==> src/rtl/rv_decode_pkg.sv <==
// Shared RISC-V decode definitions: base opcodes and the immediate-format encoding.
package rv_decode_pkg;

   localparam logic [6:0] OP_LUI    = 7'b0110111;
   localparam logic [6:0] OP_AUIPC  = 7'b0010111;
   localparam logic [6:0] OP_JAL    = 7'b1101111;
   localparam logic [6:0] OP_JALR   = 7'b1100111;
   localparam logic [6:0] OP_BRANCH = 7'b1100011;
   localparam logic [6:0] OP_LOAD   = 7'b0000011;
   localparam logic [6:0] OP_STORE  = 7'b0100011;
   localparam logic [6:0] OP_IMM    = 7'b0010011;
   localparam logic [6:0] OP_IMM32  = 7'b0011011;
   localparam logic [6:0] OP_REG    = 7'b0110011;
   localparam logic [6:0] OP_REG32  = 7'b0111011;
   localparam logic [6:0] OP_SYSTEM = 7'b1110011;

   typedef enum logic [2:0] {
      FMT_R = 3'd0,
      FMT_I = 3'd1,
      FMT_S = 3'd2,
      FMT_B = 3'd3,
      FMT_U = 3'd4,
      FMT_J = 3'd5
   } fmt_t;

endpackage

==> src/rtl/rv_imm_gen.sv <==
// Combinational opcode classifier and immediate generator, sign-extended to XLEN.
module rv_imm_gen
   import rv_decode_pkg::*;
#(
   parameter int unsigned XLEN = 32
) (
   input  logic [31:0]     instr,
   output logic [XLEN-1:0] imm,
   output fmt_t            fmt,
   output logic            illegal,
   output logic            uses_rs1,
   output logic            uses_rs2
);

   logic [31:0] imm32;

   always_comb begin
      fmt     = FMT_R;
      illegal = 1'b0;
      imm32   = '0;
      case (instr[6:0])
         OP_REG, OP_REG32: fmt = FMT_R;
         OP_IMM, OP_IMM32, OP_LOAD, OP_JALR, OP_SYSTEM: begin
            fmt   = FMT_I;
            imm32 = {{20{instr[31]}}, instr[31:20]};
         end
         OP_STORE: begin
            fmt   = FMT_S;
            imm32 = {{20{instr[31]}}, instr[31:25], instr[11:7]};
         end
         OP_BRANCH: begin
            fmt   = FMT_B;
            imm32 = {{19{instr[31]}}, instr[31], instr[7], instr[30:25], instr[11:8], 1'b0};
         end
         OP_LUI, OP_AUIPC: begin
            fmt   = FMT_U;
            imm32 = {instr[31:12], 12'b0};
         end
         OP_JAL: begin
            fmt   = FMT_J;
            imm32 = {{11{instr[31]}}, instr[31], instr[19:12], instr[20], instr[30:21], 1'b0};
         end
         default: illegal = 1'b1;
      endcase
   end

   // Every 32-bit form already carries bit 31 in its MSB, so a signed widen finishes the job.
   assign imm      = XLEN'($signed(imm32));
   assign uses_rs1 = (fmt == FMT_R) || (fmt == FMT_I) || (fmt == FMT_S) || (fmt == FMT_B);
   assign uses_rs2 = (fmt == FMT_R) || (fmt == FMT_S) || (fmt == FMT_B);

endmodule

==> src/rtl/stage_id_pipe.sv <==
// Registered instruction-decode stage: field extraction, immediates, RF read with
// write-back bypass, and load-use stall, with valid/ready on both sides.
module stage_id_pipe
   import rv_decode_pkg::*;
#(
   parameter int unsigned XLEN = 32,
   parameter int unsigned RA_W = 5
) (
   input  logic            clk,
   input  logic            rst_n,
   input  logic            in_valid,
   output logic            in_ready,
   input  logic [31:0]     in_instr,
   input  logic [XLEN-1:0] in_pc,
   input  logic            flush,
   output logic [RA_W-1:0] rf_rs1,
   output logic [RA_W-1:0] rf_rs2,
   input  logic [XLEN-1:0] rf_data1,
   input  logic [XLEN-1:0] rf_data2,
   input  logic            wb_we,
   input  logic [RA_W-1:0] wb_rd,
   input  logic [XLEN-1:0] wb_data,
   input  logic            ex_mem_read,
   input  logic [RA_W-1:0] ex_rd,
   output logic            out_valid,
   input  logic            out_ready,
   output logic [XLEN-1:0] out_pc,
   output logic [RA_W-1:0] out_rs1,
   output logic [RA_W-1:0] out_rs2,
   output logic [RA_W-1:0] out_rd,
   output logic [2:0]      out_funct3,
   output logic [6:0]      out_funct7,
   output logic [6:0]      out_opcode,
   output logic [XLEN-1:0] out_imm,
   output logic [2:0]      out_fmt,
   output logic [XLEN-1:0] out_rs1_data,
   output logic [XLEN-1:0] out_rs2_data,
   output logic            out_illegal
);

   logic [XLEN-1:0] imm;
   fmt_t            fmt;
   logic            illegal;
   logic            uses_rs1;
   logic            uses_rs2;
   logic [RA_W-1:0] rs1;
   logic [RA_W-1:0] rs2;
   logic [RA_W-1:0] rd;
   logic [XLEN-1:0] rs1_data;
   logic [XLEN-1:0] rs2_data;
   logic            hazard;
   logic            accept;

   rv_imm_gen #(.XLEN(XLEN)) u_imm_gen (
      .instr    (in_instr),
      .imm      (imm),
      .fmt      (fmt),
      .illegal  (illegal),
      .uses_rs1 (uses_rs1),
      .uses_rs2 (uses_rs2)
   );

   assign rs1    = RA_W'(in_instr[19:15]);
   assign rs2    = RA_W'(in_instr[24:20]);
   assign rd     = RA_W'(in_instr[11:7]);
   assign rf_rs1 = rs1;
   assign rf_rs2 = rs2;

   // x0 reads as zero; a same-cycle write-back to a live register overrides the RF.
   always_comb begin
      rs1_data = rf_data1;
      rs2_data = rf_data2;
      if (rs1 == '0)
         rs1_data = '0;
      else if (wb_we && (wb_rd == rs1))
         rs1_data = wb_data;
      if (rs2 == '0)
         rs2_data = '0;
      else if (wb_we && (wb_rd == rs2))
         rs2_data = wb_data;
   end

   assign hazard   = in_valid && ex_mem_read && (ex_rd != '0) &&
                     ((uses_rs1 && (ex_rd == rs1)) || (uses_rs2 && (ex_rd == rs2)));
   assign in_ready = rst_n && (flush || ((!out_valid || out_ready) && !hazard));
   assign accept   = in_valid && in_ready && !flush;

   // Flush beats accept; a stalled bundle (out_valid & !out_ready) simply holds.
   always_ff @(posedge clk) begin
      if (!rst_n) begin
         out_valid    <= 1'b0;
         out_pc       <= '0;
         out_rs1      <= '0;
         out_rs2      <= '0;
         out_rd       <= '0;
         out_funct3   <= '0;
         out_funct7   <= '0;
         out_opcode   <= '0;
         out_imm      <= '0;
         out_fmt      <= '0;
         out_rs1_data <= '0;
         out_rs2_data <= '0;
         out_illegal  <= 1'b0;
      end else if (flush) begin
         out_valid <= 1'b0;
      end else if (accept) begin
         out_valid    <= 1'b1;
         out_pc       <= in_pc;
         out_rs1      <= rs1;
         out_rs2      <= rs2;
         out_rd       <= rd;
         out_funct3   <= in_instr[14:12];
         out_funct7   <= in_instr[31:25];
         out_opcode   <= in_instr[6:0];
         out_imm      <= imm;
         out_fmt      <= 3'(fmt);
         out_rs1_data <= rs1_data;
         out_rs2_data <= rs2_data;
         out_illegal  <= illegal;
      end else if (out_ready) begin
         out_valid <= 1'b0;
      end
   end

endmodule

==> config.mk <==
export PLATFORM = sky130hd
export DESIGN_NAME = stage_id_pipe
export DESIGN_NICKNAME = d
export VERILOG_FILES = /design/src/rtl/rv_decode_pkg.sv /design/src/rtl/rv_imm_gen.sv /design/src/rtl/stage_id_pipe.sv
export SDC_FILE = /design/constraint.sdc
export NUM_CORES = 1
export LEC_CHECK = 0
export ABC_CLOCK_PERIOD_IN_PS = 4000
export CORE_MARGIN = 4
export CORE_UTILIZATION = 46
export CTS_CLUSTER_SIZE = 24
export DETAILED_ROUTE_END_ITERATION = 12
export GPL_ROUTABILITY_DRIVEN = 0
export PLACE_DENSITY = 0.87
export SYNTH_ARGS = -nofsm -noshare
export SYNTH_HDL_FRONTEND = slang
export SYNTH_SLANG_ARGS = --single-unit
export TNS_END_PERCENT = 10
==> constraint.sdc <==
create_clock -name clk -period 4 [get_ports clk]
set_input_delay 0.8 -clock clk [delete_from_list [all_inputs] [get_ports clk]]
set_output_delay 0.8 -clock clk [all_outputs]
set_load 0.02 [all_outputs]
# Word level (Yosys, flattened, before mapping)
# Index checks and enable logic that the tools add are counted.
[word_totals]
output_inout_bits = 176
in_bits = 177
word_cells = 75
regBits = 165
[op_classes]
n_reduce_logical = 32
n_eq_ne = 19
bitwise = 2
n_mux = 9
[ops]
columns = ["cell", "n"]
rows = [
  ["32-bit case mux with 5 select lines", 1],
  ["32-bit 2-to-1 mux", 4],
  ["7-bit by 6-bit equality test with 1-bit output (second input constant)", 4],
  ["7-bit equality test (second input constant)", 4],
  ["7-bit by 5-bit equality test with 1-bit output (second input constant)", 3],
  ["5-bit equality test", 4],
  ["3-bit case mux with 5 select lines", 1],
  ["12-bit OR reduction", 1],
  ["1-bit logical AND", 11],
  ["5-bit zero test", 2],
  ["1-bit logical OR", 8],
  ["7-bit by 2-bit equality test with 1-bit output (second input constant)", 1],
  ["3-bit by 2-bit equality test with 1-bit output (second input constant)", 2],
  ["5-bit nonzero test", 1],
  ["5-bit OR reduction", 1],
  ["2-bit OR reduction", 2],
  ["3-bit by 1-bit equality test with 1-bit output (second input constant)", 1],
  ["1-bit zero test", 3],
  ["3-bit zero test", 1],
  ["1-bit 2-to-1 mux", 3],
  ["1-bit NOT", 2],
  ["2-bit AND reduction", 1],
  ["2-bit nonzero test", 1],
]

# Longest topological paths before layout
# Gate-level depths: netlist of run 1.
[logic_depth]
depth_word = 17
ltp_mapped = 9
depth_no_buf = 6

# Hierarchy
# Synthesis of run 1 repeated with hierarchy kept, for this count alone.
[unflattened]
hier_cells = 1012
area_unflattened_um2 = 8546.9
[by_module_without_submodules]
columns = ["mod", "area_per_inst_um2", "cells_each", "instances", "seq_area_each_um2"]
rows = [
  ["stage_id_pipe", 7913.8, 924, 1, 3303.2],
  ["rv_imm_gen", 633.1, 88, 1, 0.0],
]

# Least setup slack after synthesis of run 1
# Ideal clock, no wire load.
[synth_path]
path_type = "input -> output"
startpoint = "input in_instr[4]"
endpoint = "output in_ready"
arrival_time_ns = 2.111
slack_ns = 1.089
t_required_ns = 3.200
path_stages = 7
path_buffers = 1
cell_sequence = "buf_2 nor2b_1 nor4b_1 a41o_1 a211o_1 nor3_1 nor2_1"
[synth_between]
elab_chain_len = 14
elab_cells_between_ends = 30
cone_classes = "13 x eq/ne; 1 x mux; 16 x reduce/logical"
[synth_rtl]
columns = ["item", "line", "text"]
rows = [
  ["start: declaration", "stage_id_pipe.sv:13", "input logic [31:0] in_instr,"],
  ["7-bit by 5-bit equality test with 1-bit output, or another cell as far along", "rv_imm_gen.sv:21", "case (instr[6:0])"],
  ["5-bit OR reduction or 2-bit OR reduction (tied branches)", "--", ""],
  ["3-bit case mux with 5 select lines *", "rv_imm_gen.sv:21", ""],
  ["3-bit by 1-bit equality test with 1-bit output or 3-bit zero test (tied branches)", "rv_imm_gen.sv:49, rv_imm_gen.sv:50", ""],
  ["1-bit logical OR (3 in series)", "rv_imm_gen.sv:49", "assign uses_rs1 = (fmt == FMT_R) || (fmt == FMT_I) || (fmt == FMT_S) || (fmt == FMT_B);"],
  ["1-bit logical AND", "stage_id_pipe.sv:84", "((uses_rs1 && (ex_rd == rs1)) || (uses_rs2 && (ex_rd == rs2)));"],
  ["1-bit logical OR *", "stage_id_pipe.sv:84", ""],
  ["1-bit logical AND *", "stage_id_pipe.sv:83", "assign hazard = in_valid && ex_mem_read && (ex_rd != '0) &&"],
  ["1-bit zero test *", "stage_id_pipe.sv:85", "assign in_ready = rst_n && (flush || ((!out_valid || out_ready) && !hazard));"],
  ["1-bit logical AND *", "stage_id_pipe.sv:85", ""],
  ["1-bit logical OR *", "stage_id_pipe.sv:85", ""],
  ["1-bit logical AND *", "stage_id_pipe.sv:85", ""],
  ["end: declaration", "stage_id_pipe.sv:12", "output logic in_ready,"],
]
# Mark *: on every way between the ends. The rest lies on a longest branch, timed or not.

# Worst setup path in the final report of run 1
[layout_path]
startpoint = "input in_instr[6]"
endpoint = "output in_ready"
# The elaborated chain is that of the path after synthesis.

==> impl_metrics.toml, run 1 <==
[clock_network]
clockRootBuffer = "clkbuf_16"
clock-sinks = 165
cts_max_path_buffers = 2
cts_tree = "done"
cts-buffers-inserted = 17
insertion_delay_ns = 0.42
clk_pin_slew_ns = 0.07
h-tree-depth = 4
postCtsHoldBufs = 0

[setup_path]
path_common_cell = "clkdlybuf4s50_1"
cp-end-kind = "primary output"
reg2reg_setup_slack_ns = 2.45
required_ns = 3.20
path_cells = "clkdlybuf4s50_1 > and2_1 > a311o_1 > o21bai_2 > a41oi_2 > nor3_1 > nor2_1 > clkdlybuf4s50_1"
path_delay_family = "buffers and inverters"
r2r.worst_path.cells = 5
startpoint_type = "input port"
worstReg2RegStart = "out_valid"
crit_buf_inv = 2
cp_slowest_stage_delay_ns = 0.55
crit_type = "input port to primary output"
rr_endpoint = "out_illegal"
worstPathArrival_ns = 3.14
slowest_stage = "clkdlybuf4s50_1"
crit_fanout = 7

[power_and_ir_drop]
p_leak_nw = 5.65
p_sw_share_pct = 26.1
p_sw_mw = 1.10
clock_power_share_pct = 40.9
ir_worst_vdd_v = 0.000300
p_int_mw = 3.12
power.density_mw_per_mm2 = 345
seq_power_share_pct = 41.3
p_comb_share_pct = 17.9

[synthesis]
netlist_instances = 872
synth_edf_count = 0
synth_flop_cell = "dfxtp_1"
synth_top_area_share_pct = 40.9
avgSynthCellArea_um2 = 9.26
synth.largest_area_cell = "dfxtp_1"
yosysSeqAreaShare_pct = 40.9
yosysWarnings = 0
synth_area_mm2 = 0.00808
ys_ff_latch = 165
syn_nets = 1049
async_reset_ff_share_pct = 0
netlist_top_cells_area = "dfxtp_1 41%, mux2i_1 20%, nand2_1 11%"
synth.distinct_cells = 40

[finish]
area_growth_pct = 51.3
n_fill_cell = 1289
regArea_mm2 = 0.00330
final_cell_mix = "350 x clkdlybuf4s50_1, 234 x nand2_1, 165 x dfxtp_1"
multi_input_area_mm2 = 0.00400
nNetsFinal = 1376
mostFrequentLayoutCell = "clkdlybuf4s50_1"
drive_above_1_share_pct = 11.3

[min_path]
worstHoldEndpoint = "out_rs1_data[24]"
min_from = "out_rs1_data[24]"
whs_path_depth = 2
hold_class = "flop to flop"

[sta]
worstMarginPinSlew_ns = 0.728
fin_crit_sh_pct = 98.5
fmax_mhz = 254
rsz0062_at_grt = "no"
finClkSkew_ns = 0.0121
slew_headroom_pct = 51.5
final.min_clock_period_ns = 3.94
holdWs_ns = 0.458
hold_viol_final = 0
setup_violations = 0
slew_violations = 0
setup_tns_ns = 0

[floorplan]
die_x_um = 141
rows = 48
die_area_mm2 = 0.0197
pin_count = 353
die_h_um = 141
core_mm2 = 0.0172
start_util_pct = 46.9

[routing]
num_vias = 7307
detail_route.wl_per_cell_um = 18.7
drc = 0
first_iter_violations = 413
via_per_inst = 5.08
ant_nets = 0
dr.pass1.iters = 5
wl_um = 26900

[grt]
grt_max_degree = 72
gr-total-overflow = 0
antenna_found_initial = 1
grt_pass1_wl_um = 41400
grt_pass1_vias = 7441
grt_usage_pct = 26.5

[place]
portBuffers = 352
place_hpwl_um = 20100

[flow_run]
drv_cap = 0

[run_status]
status = "finished, final reports clean"
[worst reg2reg max path, cell delays in order (launching register included)]
cell and delay [ns]:
dfxtp_1 0.33, nand2b_1 0.10, nand4b_1 0.11, o21bai_4 0.22, buf_12 0.38, mux2i_1 0.33
[metal layers]
metal  share of wire, %  vias to the layer above  track usage [%]
li1                   -                     3525                -
met1                 39                     3434             30.4
met2                 49                      305             46.3
met3                9.6                       43             9.49
met4                2.2                        0             7.65
met5                  0                        -                0
[cells by family (layout without fill, tap and decap cells)]
| family | Yosys count | in the layout | synth area share (%) |
|---|---|---|---|
| buffers and inverters | 137 | 477 | 9.96 |
| multiplexers | 228 | 228 | 29.2 |
| AND/OR/NAND/NOR | 277 | 277 | 13.8 |
| AO/OA/AOI/OAI | 45 | 45 | 3.92 |
| other | 0 | 1 | 0 |
| XOR/XNOR | 20 | 20 | 2.17 |
| flip-flops | 165 | 165 | 40.9 |
[per-stage QoR]
stage,worst slack (ns),utilization [%],area (um2),power [mW],cells
floorplan,1.09,-,8080,2.14,872
detailed placement,0.101,67.3,11600,2.53,1405
finish,0.0612,70.9,12200,4.22,1438
global route,0.00321,70.9,12200,4.37,1438
CTS,0.0898,70.9,12200,4.24,1437
global placement,0.131,67.3,11600,2.52,1405
[area by class of cell]
| class | count | area share (%) |
|---|---|---|
| multi-input combinational | 570 | 32.7 |
| antenna | 1 | 0.0205 |
| inverter | 64 | 1.97 |
| tap | 225 | 2.30 |
| timing repair buffer | 381 | 30.9 |
| clock buffer | 18 | 3.59 |
| sequential | 165 | 27.0 |
| clock inverter | 14 | 1.41 |
[registers in the layout (all words and copies together) (netlist names), 3 cells and up]
register      cells
out_imm          32
out_rs2           5
out_rs1_data     32
out_rd            5
out_funct7        7
out_rs1           5
out_rs2_data     32
out_fmt           3
out_pc           32
out_opcode        7
out_funct3        3
[worst max path at each step]
stage / from / endpoint / slack [ns] / depth (start not counted)
2_1_floorplan: in_instr[4] / in_ready / 1.09 / 7
3_5_place_dp: in_instr[2] / in_ready / 0.10 / 8
3_3_place_gp: in_instr[2] / in_ready / 0.13 / 8
5_1_grt: in_instr[2] / in_ready / 0.003 / 8
6_report: in_instr[6] / in_ready / 0.06 / 8
4_1_cts: in_instr[2] / in_ready / 0.09 / 8
[power groups by stage]
stage,Clock [mW],Sequential [mW],Combinational [mW]
after global routing,1.82,1.75,0.802
after floorplan,0,1.85,0.287
after CTS,1.74,1.74,0.759
after detailed placement,0,1.78,0.754
final,1.72,1.74,0.754
after global placement,0,1.77,0.745
[cells in the mapped netlist, types with 6 or more instances]
master	n
dfxtp_1	165
nand2_1	234
nand3_1	8
clkbuf_1	35
a211oi_1	9
xor2_1	13
buf_8	6
xnor2_1	7
inv_1	62
nor2_1	10
mux2_2	64
mux2i_1	164
buf_2	7
buf_4	14
buf_12	9
a21oi_1	14
nor3_1	6
[timing repair]
item | CTS | global route
setup buffers | 0 | 0
resized for setup | 0 | 1
endpoints found under the setup margin | 0 | 1
No activity file was read; power rests on OpenSTA's default activity.
==> run 2: changes to the inputs <==
CORE_UTILIZATION = 30   (was 46)
PLACE_DENSITY = default   (was 0.87)
==> impl_metrics.toml, run 2 (synthesis results as in run 1) <==
[place]
placed_area_mm2 = 0.0118
dpl.cell_count = 1521
portBuffers = 352
place_hpwl_um = 21500
dp_slack_ns = 0.104

[power_and_ir_drop]
ir_worst_vdd_v = 0.000240
p_leak_nw = 5.68
power.density_mw_per_mm2 = 333

[sta]
final.min_clock_period_ns = 3.56
slew_headroom_pct = 45.9
setup_tns_ns = 0
fin_crit_sh_pct = 88.9
fmax_mhz = 281
rsz0062_at_grt = "no"
finClkSkew_ns = 0.00795
timing.final.ws_setup_ns = 0.442
worstMarginPinSlew_ns = 0.812
slew_violations = 0
hold_viol_final = 0
setup_violations = 0

[finish]
area_growth_pct = 53.6
final_cell_mix = "349 x clkdlybuf4s50_1, 234 x nand2_1, 165 x dfxtp_1"
mostFrequentLayoutCell = "clkdlybuf4s50_1"
regArea_mm2 = 0.00330
drive_above_1_share_pct = 11.7
nNetsFinal = 1382
multi_input_area_mm2 = 0.00401
postLayoutCellArea_mm2 = 0.0124
n_fill_cell = 2565
instances_no_fill = 1553

[setup_path]
crit_fanout = 6
rr_endpoint = "out_pc[24]"
required_ns = 3.20
crit_buf_inv = 2
path_delay_family = "compound AO/OA/AOI/OAI gates"
path_cells = "clkdlybuf4s50_1 > nor4b_2 > a311o_1 > o21bai_2 > a41oi_2 > nor3_1 > nor2_1 > dlymetal6s2s_1"
slowest_stage = "clkdlybuf4s50_1"
crit_type = "input port to primary output"
startpoint_type = "input port"
reg2reg_setup_slack_ns = 2.40
worstPathArrival_ns = 2.76
cp_slowest_stage_delay_ns = 0.51
worstReg2RegStart = "out_valid"
cp-end-kind = "primary output"
r2r.worst_path.cells = 6

[run_status]
status = "finished, final reports clean"

[routing]
dr.pass1.iters = 4
via_per_inst = 4.55
first_iter_violations = 305
detail_route.wl_per_cell_um = 18.3
ant_nets = 0
wl_um = 28400
num_vias = 7068
drc = 0

[grt]
grt_pass1_vias = 7194
antenna_found_initial = 2
grt_pass1_wl_um = 41900
grt_max_degree = 75
gr-total-overflow = 0
grt_usage_pct = 18.5

[min_path]
hold_class = "flop to flop"
worstHoldEndpoint = "out_rs2[3]"
min_from = "out_rs2[3]"
whs_path_depth = 2

[clock_network]
postCtsHoldBufs = 0
clk_pin_slew_ns = 0.07
insertion_delay_ns = 0.42
h-tree-depth = 4
clockRootBuffer = "clkbuf_16"
clock-sinks = 165
post_cts_resized = 0
cts-buffers-inserted = 17
cts_tree = "done"
post_cts_buffers = 0
cts_max_path_buffers = 2

[floorplan]
die_h_um = 172
start_util_pct = 30.7
die_x_um = 172
core_mm2 = 0.0263
pin_count = 353
rows = 59
die_area_mm2 = 0.0296

[flow_run]
drv_cap = 0
[run 2: cell types whose count changed in the layout (fill, tap and decap cells not counted), moves of 2 or more]
| cell | previous run | this run |
|---|---|---|
| clkinv_4 | 2 | 4 |
| buf_12 | 3 | 6 |
| bufinv_16 | 3 | 1 |
| buf_4 | 26 | 29 |
| clkinv_2 | 4 | 1 |
[run 2: tightest hold or removal path: stages, from the launching register on]
cell and delay (ns):
dfxtp_1 0.31, nand2_1 0.05, mux2i_1 0.05
[run 2: metrics by stage]
| step | hold WS [ns] | util, % | power (mW) |
|---|---|---|---|
| after detailed placement | 0.450 | 45.0 | 2.55 |
| after global placement | 0.442 | 45.0 | 2.54 |
| final | 0.457 | 47.2 | 4.13 |
| after global routing | 0.478 | 47.2 | 4.32 |
| after floorplan | 0.536 | - | 2.14 |
| after CTS | 0.462 | 47.1 | 4.20 |
[run 2: worst max path at each step]
stage,slack (ns),from,cells after the start,to
after CTS,0.09,in_instr[2],8,in_ready
final,0.44,in_instr[4],8,in_ready
after detailed placement,0.10,in_instr[2],8,in_ready
after global placement,0.11,in_instr[2],8,in_ready
after global routing,0.31,in_instr[6],8,in_ready
after floorplan,1.09,in_instr[4],7,in_ready
[run 2: power by group]
part           leakage [nW]  switching (mW)  total [mW]  internal [mW]
combinational          4.06           0.356       0.765          0.409
clock                 0.272           0.740        1.62          0.885
sequential             1.34          0.0322        1.74           1.71
total                  5.68            1.13        4.13           3.00
[run 2: final cells by class]
type                    count  share of cell area (%)
clock inverters            12                   0.989
clock buffers              19                    3.57
flip-flops and latches    165                    26.6
inverters                  64                    1.94
repair buffers            387                    31.2
well taps                 335                    3.38
diodes                      1                  0.0202
multi-input cells         570                    32.3
[run 2: routing by layer]
layer  global-route usage (%)  routed length, um  vias to the layer above
met3                     7.66               2860                       35
li1                         -                  -                     3525
met1                     21.9              11700                     3213
met2                     31.2              13200                      293
met4                     4.78                538                        2
met5                        0                 12                        -
==> run 3: changes to the inputs <==
CORE_MARGIN = 5   (was 4)
==> impl_metrics.toml, run 3 (synthesis results as in run 1) <==
[grt]
gr-total-overflow = 0
grt_pass1_wl_um = 43500
grt_usage_pct = 18.3
grtUsageMet3_pct = 7.16
grt_pass1_vias = 7349
antenna_found_initial = 0
grt_max_degree = 90
grtUsageMet2_pct = 30.2
grt.busiest_layer = "met2"
use_met1_pct = 22.4

[floorplan]
die_h_um = 174
die_area_mm2 = 0.0303
start_util_pct = 30.2
rows = 60
core_mm2 = 0.0267
pin_count = 353
die_x_um = 174

[routing]
via_per_inst = 4.58
num_vias = 7125
wl_um = 28800
detail_route.wl_per_cell_um = 18.5
first_iter_violations = 330
drc = 0
dr.pass1.iters = 6
ant_nets = 0

[clock_network]
insertion_delay_ns = 0.44
cts-buffers-inserted = 17
h-tree-depth = 4
cts_max_path_buffers = 2
post_cts_resized = 0
post_cts_buffers = 0
postCtsHoldBufs = 0
clock-sinks = 165
clockRootBuffer = "clkbuf_16"
clk_pin_slew_ns = 0.07
cts_tree = "done"

[place]
dp_slack_ns = 0.101
placed_area_mm2 = 0.0118
place_hpwl_um = 21300
dpl.cell_count = 1525
portBuffers = 352

[sta]
rsz0062_at_grt = "no"
holdWs_ns = 0.457
final.min_clock_period_ns = 3.90
hold_viol_final = 0
timing.final.ws_setup_ns = 0.0983
setup_violations = 0
fmax_mhz = 256
setup_tns_ns = 0
finClkSkew_ns = 0.0150
slew_violations = 0
fin_crit_sh_pct = 97.5
slew_headroom_pct = 36.1
worstMarginPinSlew_ns = 0.959

[power_and_ir_drop]
ir_worst_vdd_v = 0.000195
power.density_mw_per_mm2 = 333
p_total_mw = 4.13
p_leak_nw = 5.68

[finish]
drive_above_1_share_pct = 11.7
instances_no_fill = 1557
mostFrequentLayoutCell = "clkdlybuf4s50_1"
multi_input_area_mm2 = 0.00401
n_fill_cell = 2553
final_cell_mix = "347 x clkdlybuf4s50_1, 234 x nand2_1, 165 x dfxtp_1"
regArea_mm2 = 0.00330
postLayoutCellArea_mm2 = 0.0124
post-route-util_pct = 46.3
diodes = 0
area_growth_pct = 53.3
nNetsFinal = 1380

[setup_path]
cp-end-kind = "primary output"
crit_fanout = 6
startpoint_type = "input port"
required_ns = 3.20
crit_type = "input port to primary output"
worstPathArrival_ns = 3.10

[run_status]
status = "finished, final reports clean"

[flow_run]
drv_cap = 0

[min_path]
hold_class = "flop to flop"
-- run 3: cell count changes in the layout (fill, tap and decap cells not counted) --
cell / change
clkinv_4: +1
nor4_2: +1
dlymetal6s2s_1: +2
buf_4: -1
buf_12: -1
inv_6: +3
nor4_1: -1
bufinv_16: -1
clkinvlp_4: -2
diode_2: -1
clkdlybuf4s50_1: -2
-- run 3: layer usage --
metal | wire, um | up-vias
met5 | 0 | -
met4 | 502 | 0
met3 | 2760 | 27
met2 | 13300 | 296
met1 | 12200 | 3280
li1 | - | 3522
-- run 3: area by class of cell --
class	instances	area share [%]
clock inverters	13	0.909
flip-flops and latches	165	26.7
repair buffers	385	31.0
multi-input cells	570	32.4
clock buffers	19	3.58
inverters	64	1.94
well taps	341	3.45
-- run 3: critical path, cell delays in order --
cell and delay [ns]:
clkdlybuf4s50_1 0.59, nor2b_1 0.21, nor4b_2 0.30, a41o_1 0.21, a211o_1 0.18, nor3_1 0.06, nor2_1 0.13, clkdlybuf4s50_1 0.62
-- run 3: report_power, final --
| group | total (mW) | switching [mW] | leakage (nW) | internal (mW) |
|---|---|---|---|---|
| logic | 0.766 | 0.358 | 4.06 | 0.408 |
| clock network | 1.62 | 0.788 | 0.276 | 0.834 |
| registers | 1.74 | 0.0333 | 1.34 | 1.71 |
| total | 4.13 | 1.18 | 5.68 | 2.95 |
-- run 3: path summary, 6_finish.rpt --
kind                     from            end  slack, ns  depth (start not counted)
hold reg to reg     out_pc[6]      out_pc[6]       0.46                          2
setup reg to reg    out_valid  out_opcode[2]       2.44                          5
hold / removal      out_pc[6]      out_pc[6]       0.46                          2
setup / recovery  in_instr[4]       in_ready        0.1                          8
